===== src/rtl/draw_mine_field_pkg.sv =====
// Shared definitions for the mine-field overlay: default overlay colours,
// the board index type and the level -> board dimension table.
// Pure package: no ports, no state.
package draw_mine_field_pkg;

  // Colour defaults (12-bit RGB, 4 bits per channel).
  localparam logic [11:0] MINE_RGB_DEF = 12'h000;
  localparam logic [11:0] TRIG_RGB_DEF = 12'hF00;

  // Board indices are 1-based cell coordinates.
  localparam int BOARD_IDX_W = 5;
  typedef logic [BOARD_IDX_W-1:0] board_idx_t;

  // Cells per side for each difficulty level; level 0 means no board.
  function automatic logic [7:0] dim_of_level(input logic [1:0] level);
    case (level)
      2'd1:    return 8'd8;
      2'd2:    return 8'd12;
      2'd3:    return 8'd16;
      default: return 8'd0;
    endcase
  endfunction

endpackage


===== src/rtl/draw_mine_field_if.sv =====
// VGA pixel stream bundle: timing counters, sync/blank strobes and colour.
// Modport in: the consumer side (all signals are inputs).
// Modport out: the producer side (all signals are outputs).
interface vga_if;
  logic [10:0] hcount;
  logic [10:0] vcount;
  logic        hsync;
  logic        vsync;
  logic        hblnk;
  logic        vblnk;
  logic [11:0] rgb;

  modport in  (input  hcount, vcount, hsync, vsync, hblnk, vblnk, rgb);
  modport out (output hcount, vcount, hsync, vsync, hblnk, vblnk, rgb);
endinterface


===== src/rtl/draw_mine_field_cell_tracker.sv =====
// Tracks which board cell and which pixel offset inside it the current pixel is in.
// Latency: 1 clk (outputs align with a 1-cycle delayed copy of hcount/vcount); no backpressure.
// Ports: clk/rst; hcount/vcount pixel position; board_xpos/ypos and button_size geometry;
//        col/row 0-based cell (saturating), xoff/yoff offset within the cell.
module cell_tracker #(
  parameter int IDX_W = 5
) (
  input  logic             clk,
  input  logic             rst,
  input  logic [10:0]      hcount,
  input  logic [10:0]      vcount,
  input  logic [10:0]      board_xpos,
  input  logic [10:0]      board_ypos,
  input  logic [6:0]       button_size,
  output logic [IDX_W-1:0] col,
  output logic [IDX_W-1:0] row,
  output logic [6:0]       xoff,
  output logic [6:0]       yoff
);

  localparam logic [IDX_W-1:0] IDX_ONE = IDX_W'(1);
  localparam logic [IDX_W-1:0] IDX_MAX = '1;

  // Counting instead of dividing by the pitch. col/row saturate so they can
  // never wrap back into the board area past its right/bottom edge.
  always_ff @(posedge clk or negedge rst) begin
    if (!rst) begin
      col  <= '0;
      row  <= '0;
      xoff <= '0;
      yoff <= '0;
    end else begin
      if (hcount == board_xpos) begin
        col  <= '0;
        xoff <= '0;
      end else if (xoff >= button_size) begin
        xoff <= '0;
        if (col != IDX_MAX) col <= col + IDX_ONE;
      end else begin
        xoff <= xoff + 7'd1;
      end

      // Vertical position steps once per line, on the first pixel.
      if (hcount == 11'd0) begin
        if (vcount == board_ypos) begin
          row  <= '0;
          yoff <= '0;
        end else if (vcount > board_ypos) begin
          if (yoff >= button_size) begin
            yoff <= '0;
            if (row != IDX_MAX) row <= row + IDX_ONE;
          end else begin
            yoff <= yoff + 7'd1;
          end
        end
      end
    end
  end

endmodule


===== src/rtl/draw_mine_field.sv =====
// Mine-field overlay: stores a mine bitmap and, while explode is high, draws an X on
// every mine and highlights the triggering cell. Latency: 2 clk in -> out for all fields.
// No backpressure: one pixel per clock in, one out.
// Ports: clk, rst (async active-low); level/button_size/board_xpos/board_ypos geometry;
//        mine_we/mine_ind_x/mine_ind_y/clear load side; explode/trig_ind_x/trig_ind_y;
//        mine_count/load_err status; in/out VGA stream.
module draw_mine_field
  import draw_mine_field_pkg::*;
#(
  parameter int          MAX_DIM  = 16,
  parameter int          IDX_W    = 5,
  parameter int          MARGIN   = 8,
  parameter int          STROKE   = 6,
  parameter logic [11:0] MINE_RGB = MINE_RGB_DEF,
  parameter logic [11:0] TRIG_RGB = TRIG_RGB_DEF
) (
  input  logic             clk,
  input  logic             rst,
  input  logic [1:0]       level,
  input  logic [6:0]       button_size,
  input  logic [10:0]      board_xpos,
  input  logic [10:0]      board_ypos,
  input  logic             mine_we,
  input  logic [IDX_W-1:0] mine_ind_x,
  input  logic [IDX_W-1:0] mine_ind_y,
  input  logic             clear,
  input  logic             explode,
  input  logic [IDX_W-1:0] trig_ind_x,
  input  logic [IDX_W-1:0] trig_ind_y,
  output logic [8:0]       mine_count,
  output logic             load_err,
  vga_if.in                in,
  vga_if.out               out
);

  localparam int                 CW       = (MAX_DIM > 1) ? $clog2(MAX_DIM) : 1;
  localparam logic [8:0]         MAX_CNT  = 9'(MAX_DIM * MAX_DIM);
  localparam logic [IDX_W-1:0]   IDX_ONE  = IDX_W'(1);
  localparam logic signed [8:0]  MARGIN_S = 9'(MARGIN);
  localparam logic signed [8:0]  STROKE_S = 9'(STROKE);

  logic [7:0] dim;
  assign dim = dim_of_level(level);

  // ---------------- mine bitmap load ----------------
  logic [MAX_DIM-1:0][MAX_DIM-1:0] bitmap;   // [row][col]
  logic [IDX_W-1:0] wr_x, wr_y;
  logic             wr_ok;

  assign wr_x  = mine_ind_x - IDX_ONE;
  assign wr_y  = mine_ind_y - IDX_ONE;
  // dim is 0 for level 0, so that case falls out of the range test as well.
  assign wr_ok = (mine_ind_x != '0) && (8'(mine_ind_x) <= dim) &&
                 (mine_ind_y != '0) && (8'(mine_ind_y) <= dim);

  always_ff @(posedge clk or negedge rst) begin
    if (!rst) begin
      bitmap     <= '0;
      mine_count <= '0;
      load_err   <= 1'b0;
    end else if (clear) begin
      bitmap     <= '0;
      mine_count <= '0;
      load_err   <= 1'b0;
    end else if (mine_we) begin
      if (wr_ok) begin
        bitmap[wr_y[CW-1:0]][wr_x[CW-1:0]] <= 1'b1;
        // Only a new mine bumps the count; rewrites are idempotent.
        if (!bitmap[wr_y[CW-1:0]][wr_x[CW-1:0]] && (mine_count != MAX_CNT))
          mine_count <= mine_count + 9'd1;
      end else begin
        load_err <= 1'b1;
      end
    end
  end

  // ---------------- trigger capture ----------------
  logic             explode_q;
  logic             trig_valid;
  logic [IDX_W-1:0] trig_x, trig_y;

  always_ff @(posedge clk or negedge rst) begin
    if (!rst) begin
      explode_q  <= 1'b0;
      trig_valid <= 1'b0;
      trig_x     <= '0;
      trig_y     <= '0;
    end else begin
      explode_q <= explode;
      if (clear) begin
        trig_valid <= 1'b0;
      end else if (explode && !explode_q) begin
        trig_valid <= 1'b1;
        trig_x     <= trig_ind_x;
        trig_y     <= trig_ind_y;
      end else if (!explode && explode_q) begin
        trig_valid <= 1'b0;
      end
    end
  end

  // ---------------- stage 1: delay stream, track cell ----------------
  logic [10:0]      hc1, vc1;
  logic             hs1, vs1, hb1, vb1;
  logic [11:0]      rgb1;
  logic [IDX_W-1:0] col, row;
  logic [6:0]       xoff, yoff;

  cell_tracker #(.IDX_W(IDX_W)) u_tracker (
    .clk         (clk),
    .rst         (rst),
    .hcount      (in.hcount),
    .vcount      (in.vcount),
    .board_xpos  (board_xpos),
    .board_ypos  (board_ypos),
    .button_size (button_size),
    .col         (col),
    .row         (row),
    .xoff        (xoff),
    .yoff        (yoff)
  );

  always_ff @(posedge clk or negedge rst) begin
    if (!rst) begin
      hc1  <= '0;
      vc1  <= '0;
      hs1  <= 1'b0;
      vs1  <= 1'b0;
      hb1  <= 1'b0;
      vb1  <= 1'b0;
      rgb1 <= '0;
    end else begin
      hc1  <= in.hcount;
      vc1  <= in.vcount;
      hs1  <= in.hsync;
      vs1  <= in.vsync;
      hb1  <= in.hblnk;
      vb1  <= in.vblnk;
      rgb1 <= in.rgb;
    end
  end

  // ---------------- stage 2: glyph test and colour select ----------------
  logic signed [8:0] sx, sy, sb, d1, d2, ad1, ad2;
  logic              glyph_hit, in_board, mine_bit, is_trig;
  logic [11:0]       pix_rgb;

  always_comb begin
    sx  = $signed({2'b00, xoff});
    sy  = $signed({2'b00, yoff});
    sb  = $signed({2'b00, button_size});
    d1  = sx - sy;               // main diagonal distance
    d2  = sx + sy - sb;          // anti-diagonal distance
    ad1 = d1[8] ? -d1 : d1;
    ad2 = d2[8] ? -d2 : d2;
    glyph_hit = (sx >= MARGIN_S) && (sx <= sb - MARGIN_S) &&
                (sy >= MARGIN_S) && (sy <= sb - MARGIN_S) &&
                ((ad1 < STROKE_S) || (ad2 < STROKE_S));
  end

  assign in_board = (hc1 >= board_xpos) && (vc1 >= board_ypos) &&
                    (8'(col) < dim) && (8'(row) < dim);
  assign mine_bit = in_board && bitmap[row[CW-1:0]][col[CW-1:0]];
  assign is_trig  = trig_valid && (col == trig_x - IDX_ONE) && (row == trig_y - IDX_ONE);

  always_comb begin
    pix_rgb = rgb1;
    if (explode && (level != 2'd0) && in_board) begin
      if (mine_bit && glyph_hit) pix_rgb = MINE_RGB;
      else if (is_trig)          pix_rgb = TRIG_RGB;
    end
  end

  logic [10:0] hc2, vc2;
  logic        hs2, vs2, hb2, vb2;
  logic [11:0] rgb2;

  always_ff @(posedge clk or negedge rst) begin
    if (!rst) begin
      hc2  <= '0;
      vc2  <= '0;
      hs2  <= 1'b0;
      vs2  <= 1'b0;
      hb2  <= 1'b0;
      vb2  <= 1'b0;
      rgb2 <= '0;
    end else begin
      hc2  <= hc1;
      vc2  <= vc1;
      hs2  <= hs1;
      vs2  <= vs1;
      hb2  <= hb1;
      vb2  <= vb1;
      rgb2 <= pix_rgb;
    end
  end

  assign out.hcount = hc2;
  assign out.vcount = vc2;
  assign out.hsync  = hs2;
  assign out.vsync  = vs2;
  assign out.hblnk  = hb2;
  assign out.vblnk  = vb2;
  assign out.rgb    = rgb2;

endmodule


===== src/flat_wrapper.sv =====
// flat-port wrapper written by rule: the top's interface ports become plain ports
module draw_mine_field_flat import draw_mine_field_pkg::*;
#(
  parameter int          MAX_DIM  = 16,
  parameter int          IDX_W    = 5,
  parameter int          MARGIN   = 8,
  parameter int          STROKE   = 6,
  parameter logic [11:0] MINE_RGB = MINE_RGB_DEF,
  parameter logic [11:0] TRIG_RGB = TRIG_RGB_DEF
)
  (clk, rst, level, button_size, board_xpos, board_ypos, mine_we, mine_ind_x, mine_ind_y, clear, explode, trig_ind_x, trig_ind_y, mine_count, load_err, in_hcount, in_vcount, in_hsync, in_vsync, in_hblnk, in_vblnk, in_rgb, out_hcount, out_vcount, out_hsync, out_vsync, out_hblnk, out_vblnk, out_rgb);
  vga_if in_i ();
  vga_if out_i ();
  input  logic clk;
  input  logic rst;
  input  logic [1:0] level;
  input  logic [6:0] button_size;
  input  logic [10:0] board_xpos;
  input  logic [10:0] board_ypos;
  input  logic mine_we;
  input  logic [IDX_W-1:0] mine_ind_x;
  input  logic [IDX_W-1:0] mine_ind_y;
  input  logic clear;
  input  logic explode;
  input  logic [IDX_W-1:0] trig_ind_x;
  input  logic [IDX_W-1:0] trig_ind_y;
  output logic [8:0] mine_count;
  output logic load_err;
  input wire logic [$bits(in_i.hcount)-1:0] in_hcount;
  input wire logic [$bits(in_i.vcount)-1:0] in_vcount;
  input wire logic [$bits(in_i.hsync)-1:0] in_hsync;
  input wire logic [$bits(in_i.vsync)-1:0] in_vsync;
  input wire logic [$bits(in_i.hblnk)-1:0] in_hblnk;
  input wire logic [$bits(in_i.vblnk)-1:0] in_vblnk;
  input wire logic [$bits(in_i.rgb)-1:0] in_rgb;
  output wire logic [$bits(out_i.hcount)-1:0] out_hcount;
  output wire logic [$bits(out_i.vcount)-1:0] out_vcount;
  output wire logic [$bits(out_i.hsync)-1:0] out_hsync;
  output wire logic [$bits(out_i.vsync)-1:0] out_vsync;
  output wire logic [$bits(out_i.hblnk)-1:0] out_hblnk;
  output wire logic [$bits(out_i.vblnk)-1:0] out_vblnk;
  output wire logic [$bits(out_i.rgb)-1:0] out_rgb;
  assign in_i.hcount = in_hcount;
  assign in_i.vcount = in_vcount;
  assign in_i.hsync = in_hsync;
  assign in_i.vsync = in_vsync;
  assign in_i.hblnk = in_hblnk;
  assign in_i.vblnk = in_vblnk;
  assign in_i.rgb = in_rgb;
  assign out_hcount = out_i.hcount;
  assign out_vcount = out_i.vcount;
  assign out_hsync = out_i.hsync;
  assign out_vsync = out_i.vsync;
  assign out_hblnk = out_i.hblnk;
  assign out_vblnk = out_i.vblnk;
  assign out_rgb = out_i.rgb;
  draw_mine_field #(.MAX_DIM(MAX_DIM), .IDX_W(IDX_W), .MARGIN(MARGIN), .STROKE(STROKE), .MINE_RGB(MINE_RGB), .TRIG_RGB(TRIG_RGB)) u_core (.clk(clk), .rst(rst), .level(level), .button_size(button_size), .board_xpos(board_xpos), .board_ypos(board_ypos), .mine_we(mine_we), .mine_ind_x(mine_ind_x), .mine_ind_y(mine_ind_y), .clear(clear), .explode(explode), .trig_ind_x(trig_ind_x), .trig_ind_y(trig_ind_y), .mine_count(mine_count), .load_err(load_err), .in(in_i), .out(out_i));
endmodule

===== config.mk =====
export PLATFORM = sky130hd
export DESIGN_NAME = draw_mine_field_flat
export DESIGN_NICKNAME = d
export VERILOG_FILES = /design/src/rtl/draw_mine_field_pkg.sv /design/src/rtl/draw_mine_field_if.sv /design/src/rtl/draw_mine_field_cell_tracker.sv /design/src/rtl/draw_mine_field.sv /design/src/flat_wrapper.sv
export SDC_FILE = /design/constraint.sdc
export NUM_CORES = 1
export LEC_CHECK = 0
export CORE_MARGIN = 1
export CORE_UTILIZATION = 60
export CTS_CLUSTER_SIZE = 28
export DETAILED_ROUTE_END_ITERATION = 8
export GPL_TIMING_DRIVEN = 0
export PLACE_DENSITY_LB_ADDON = 0.25
export SLEW_MARGIN = 15
export SYNTH_ARGS = -nofsm -noshare
export SYNTH_HDL_FRONTEND = slang
export SYNTH_SLANG_ARGS = --single-unit

===== constraint.sdc =====
create_clock -name clk -period 4.25 [get_ports clk]
set_clock_uncertainty 0.1 [all_clocks]
set_input_delay 0.6375 -clock clk [delete_from_list [all_inputs] [get_ports clk]]
set_output_delay 0.6375 -clock clk [all_outputs]
set_load 0.02 [all_outputs]

==> results.txt <==
----------------------------------------------------
[Clock network]
  CTS HTree Levels ... 2
  Clock network latency to the later pin of the worst-skew pair ... 550 ps
  Count of clock tree sinks ... 378
  TritonCTS clock tree ... built
  Worst-path clk slew ... 60 ps
  Post-cts hold buffer count ... 0
  Root cell of the clock tree ... clkbuf_16
  Max Root-Sink Buffers ... 3
  Clock buffer count from CTS ... 41

[Critical path]
  Kind of end point of the critical path ... register
  Cells on worst reg2reg path ... 12
  Category of the worst setup path launch point ... input pin
  Setup Crit Path Kind ... input pin to register
  Critical path peak fanout ... 10
  Critical register-to-register path endpoint ... u_core.out.rgb[9]
  Worst setup slack for register-to-register paths ... 100 ps
  Origin of the critical flop-to-flop path ... u_core.u_tracker.row[1]
  Critical path data required time ... 4570 ps
  Worst Path Arrival ... 4510 ps

[Power]
  Cell area power density ... 396.3 nW/um^2
  Net switching power of the design ... 3.059 mW
  VDD IR max ... 0.0004745 V
  Clock group share of total power ... 0.355
  Share of power burned in registers ... 0.391
  Switching portion of total power ... 0.3108
  Static leakage ... 10.78 nW
  Combinational Power Share ... 0.254
  Total design power ... 9.841 mW
  Design internal power ... 6.782 mW

[Floorplanning]
  Site row count ... 68
  Die ar. ... 36340 um^2
  Total core area ... 34800 um^2
  Number of top-level pins ... 142
  Initial cell density of the core ... 0.6135
  DIE WIDTH ... 190.6 um
  Chip Height ... 190.6 um

[Logic synthesis]
  Synth area leader ... dfrtp_1
  Library cells used by synthesis ... 92
  Post-synth ARST share ... 1.000
  Number of synthesized flops with an enable pin ... 0
  Seq/Total Area, Yosys ... 0.4431
  Cell types with the largest area share after synthesis ... dfrtp_1 44%, mux4_2 13%, a21oi_1 6.8%
  Flip-flop and latch count after synthesis ... 378
  Total number of yosys warnings ... 0
  Syn avg cell area ... 10.62 um^2
  Yosys top cell area share ... 0.4431
  Most used DFF post-synth ... dfrtp_1
  Synth Net Count ... 2222
  Netlist Area Pre-Place ... 21350 um^2
  Cells after Synth ... 2011

[STA]
  Final number of max-transition violations ... 0
  FMAX ... 239.0 MHz
  Minimum clock period after layout ... 4185 ps
  Actual slew at the worst max-slew pin ... 1185 ps
  Share of the cycle needed by the critical path after routing ... 0.9846
  Setup repair after global routing missed its margin ... yes
  Total count of hold-check failures in the final report ... 0
  Headroom to the max-slew limit ... 0.2037
  Number of failing setup endpoints in the final timing report ... 0
  Post-Route Hold Slack ... 5.242 ps
  TNS Setup ... 0 ps

[Global routing]
  Overall overflow remaining after global route ... 0
  Wire length of the first global-routing pass ... 107900 um
  Global-route total usage across every layer ... 0.4032
  Largest net degree at the start of global routing ... 108
  Initial antenna violation count ... 0
  Vias in the first global route ... 18100

[Cells and area]
  Layout Area Growth over Synthesis ... 16.33%
  Post-layout net count ... 2409
  Final standard cell utilization of the core ... 0.7136
  Non-filler instance count after layout ... 2679
  Number of antenna cells inserted ... 0
  Fraction of final layout cells sized beyond drive strength 1 ... 0.1268
  Filler cells ... 2514

[Worst hold path]
  Worst min-delay path class ... input pin to asynchronous set/reset pin

[Run]
  Max-cap violations ... 0

[Placed design]
  Post-DP HPWL ... 51690 um
  Cell count after placement ... 2610
  Count of buffers inserted at the top-level ports ... 141
  Placer Congestion ... 1.049

[Routing]
  Detail-routed via count per cell ... 6.764
  Vias ... 18120
  Count of routing violations after the opening detailed-route iteration ... 2273
  Post-detailed-route wirelength per cell ... 26.68 um
  Number of iterations in the first detailed-routing pass ... 6
  Remaining antenna violation count after routing ... 0
  Drt total wl ... 71480 um
  Remaining design rule violation count ... 0

[Run status]
  Run status ... completed

----------------------------------------------------
[cell type report]
| class | count | area (um^2) | area share |
|---|---|---|---|
| plain buffers | 139 | 830.8 | 0.03345 |
| repair buffers | 145 | 1504 | 0.06056 |
| clock inverters | 11 | 136.4 | 0.005492 |
| inverters | 90 | 337.8 | 0.01360 |
| multi-input cells | 1403 | 10860 | 0.4372 |
| flip-flops and latches | 378 | 9459 | 0.3809 |
| well taps | 455 | 569.3 | 0.02292 |
| clock buffers | 58 | 1140 | 0.04590 |
[worst max path at each step]
stage	slack [ps]	startpoint	end
after floorplan	340	mine_ind_y[0]	u_core.mine_count[0]
after global placement	-13820	rst	u_core.bitmap[241]
after detailed placement	-1890	mine_ind_y[0]	u_core.mine_count[0]
after CTS	1	mine_ind_y[0]	u_core.bitmap[61]
after global routing	-50	level[0]	u_core.bitmap[61]
final	70	mine_ind_y[0]	u_core.mine_count[0]
[cell families (layout without fill, tap and decap cells)]
logic type                 count (synthesis)  count (layout)  synth area share
muxes                                    166             166            0.1553
xor gates and xnor gates                  47              47           0.01928
adders and majority gates                117             117           0.06963
buffers and inverters                    230             443           0.05187
DFF                                      378             378            0.4431
and+or+nand+nor                          583             583            0.1245
AOI/OAI and AO/OA                        490             490            0.1363
[synthesized netlist by cell type, types with 21 or more instances]
master    instances
a21oi_1         288
mux2i_1          26
a31oi_1          30
inv_1            88
mux4_2          124
xnor2_1          35
nor3_1           21
o21ai_0          36
nor2b_1          27
clkbuf_1        100
nand2_1          73
nor2_1          341
nand3_1          27
dfrtp_1         378
ha_1            114
[power by group through the flow]
stage          Combinational (mW)  Clock [mW]  Sequential, mW
6_report                     2.50        3.49            3.85
5_1_grt                      2.72        3.64            3.86
4_1_cts                      2.44        3.50            3.84
3_5_place_dp                 2.40           0            3.91
3_3_place_gp                 2.29           0            3.91
2_1_floorplan                1.63           0            3.89
[flip-flops by register name (all words and copies together) (netlist names), 5 cells and up]
register               flops
u_core.out.hcount         11
u_core.u_tracker.xoff      7
u_core.mine_count          9
u_core.u_tracker.col       5
u_core.trig_x              5
u_core.u_tracker.yoff      7
u_core.hc1                11
u_core.u_tracker.row       5
u_core.bitmap            256
u_core.trig_y              5
u_core.out.rgb            12
u_core.rgb1               12
u_core.vc1                11
u_core.out.vcount         11
[layer usage]
layer  share of wire  vias up  routed length, um  GRT usage
li1                -     7616                  -          -
met1            0.37     8961              26300     0.5148
met2            0.45     1248              32410     0.6241
met3            0.10      297               7186    0.08097
met4           0.078        0               5589     0.2760
met5               0        -                  0          0
[placed cells by master, fill, tap and decap left out, types with 18 or more instances in the layout]
master	n
a21oi_1	288
a31oi_1	30
clkbuf_1	96
clkbuf_16	41
clkdlybuf4s50_1	139
dfrtp_1	378
ha_1	114
inv_1	88
mux2i_1	26
mux4_2	124
nand2_1	73
nand3_1	27
nor2_1	337
nor2b_1	27
nor3_1	21
o21a_1	18
o21ai_0	36
xnor2_1	35
[through the flow]
| step | area, um^2 | setup WS, ps |
|---|---|---|
| after floorplan | 21350 | 335.8 |
| after global placement | 23330 | -13820 |
| after detailed placement | 23420 | -1892 |
| after CTS | 24770 | 1.215 |
| after global routing | 24830 | -47.11 |
| final | 24830 | 65.33 |
[worst max-delay path: stages]
cell	delay (ps)
clkbuf_4	230
buf_8	210
buf_12	200
buf_12	190
inv_1	100
ha_1	300
buf_6	220
clkbuf_4	380
mux4_2	260
a21oi_1	40
o311ai_1	390
nand4_1	230
nor4_4	440
nand2_4	140
and3b_4	220
mux2_4	290
[repair_timing]
item,4_1_cts,5_1_grt
pin swaps,1,2
resized for setup,21,37
buffers inserted,1,0
endpoints found under the setup margin,249,96
No activity file was read; power rests on OpenSTA's default activity.
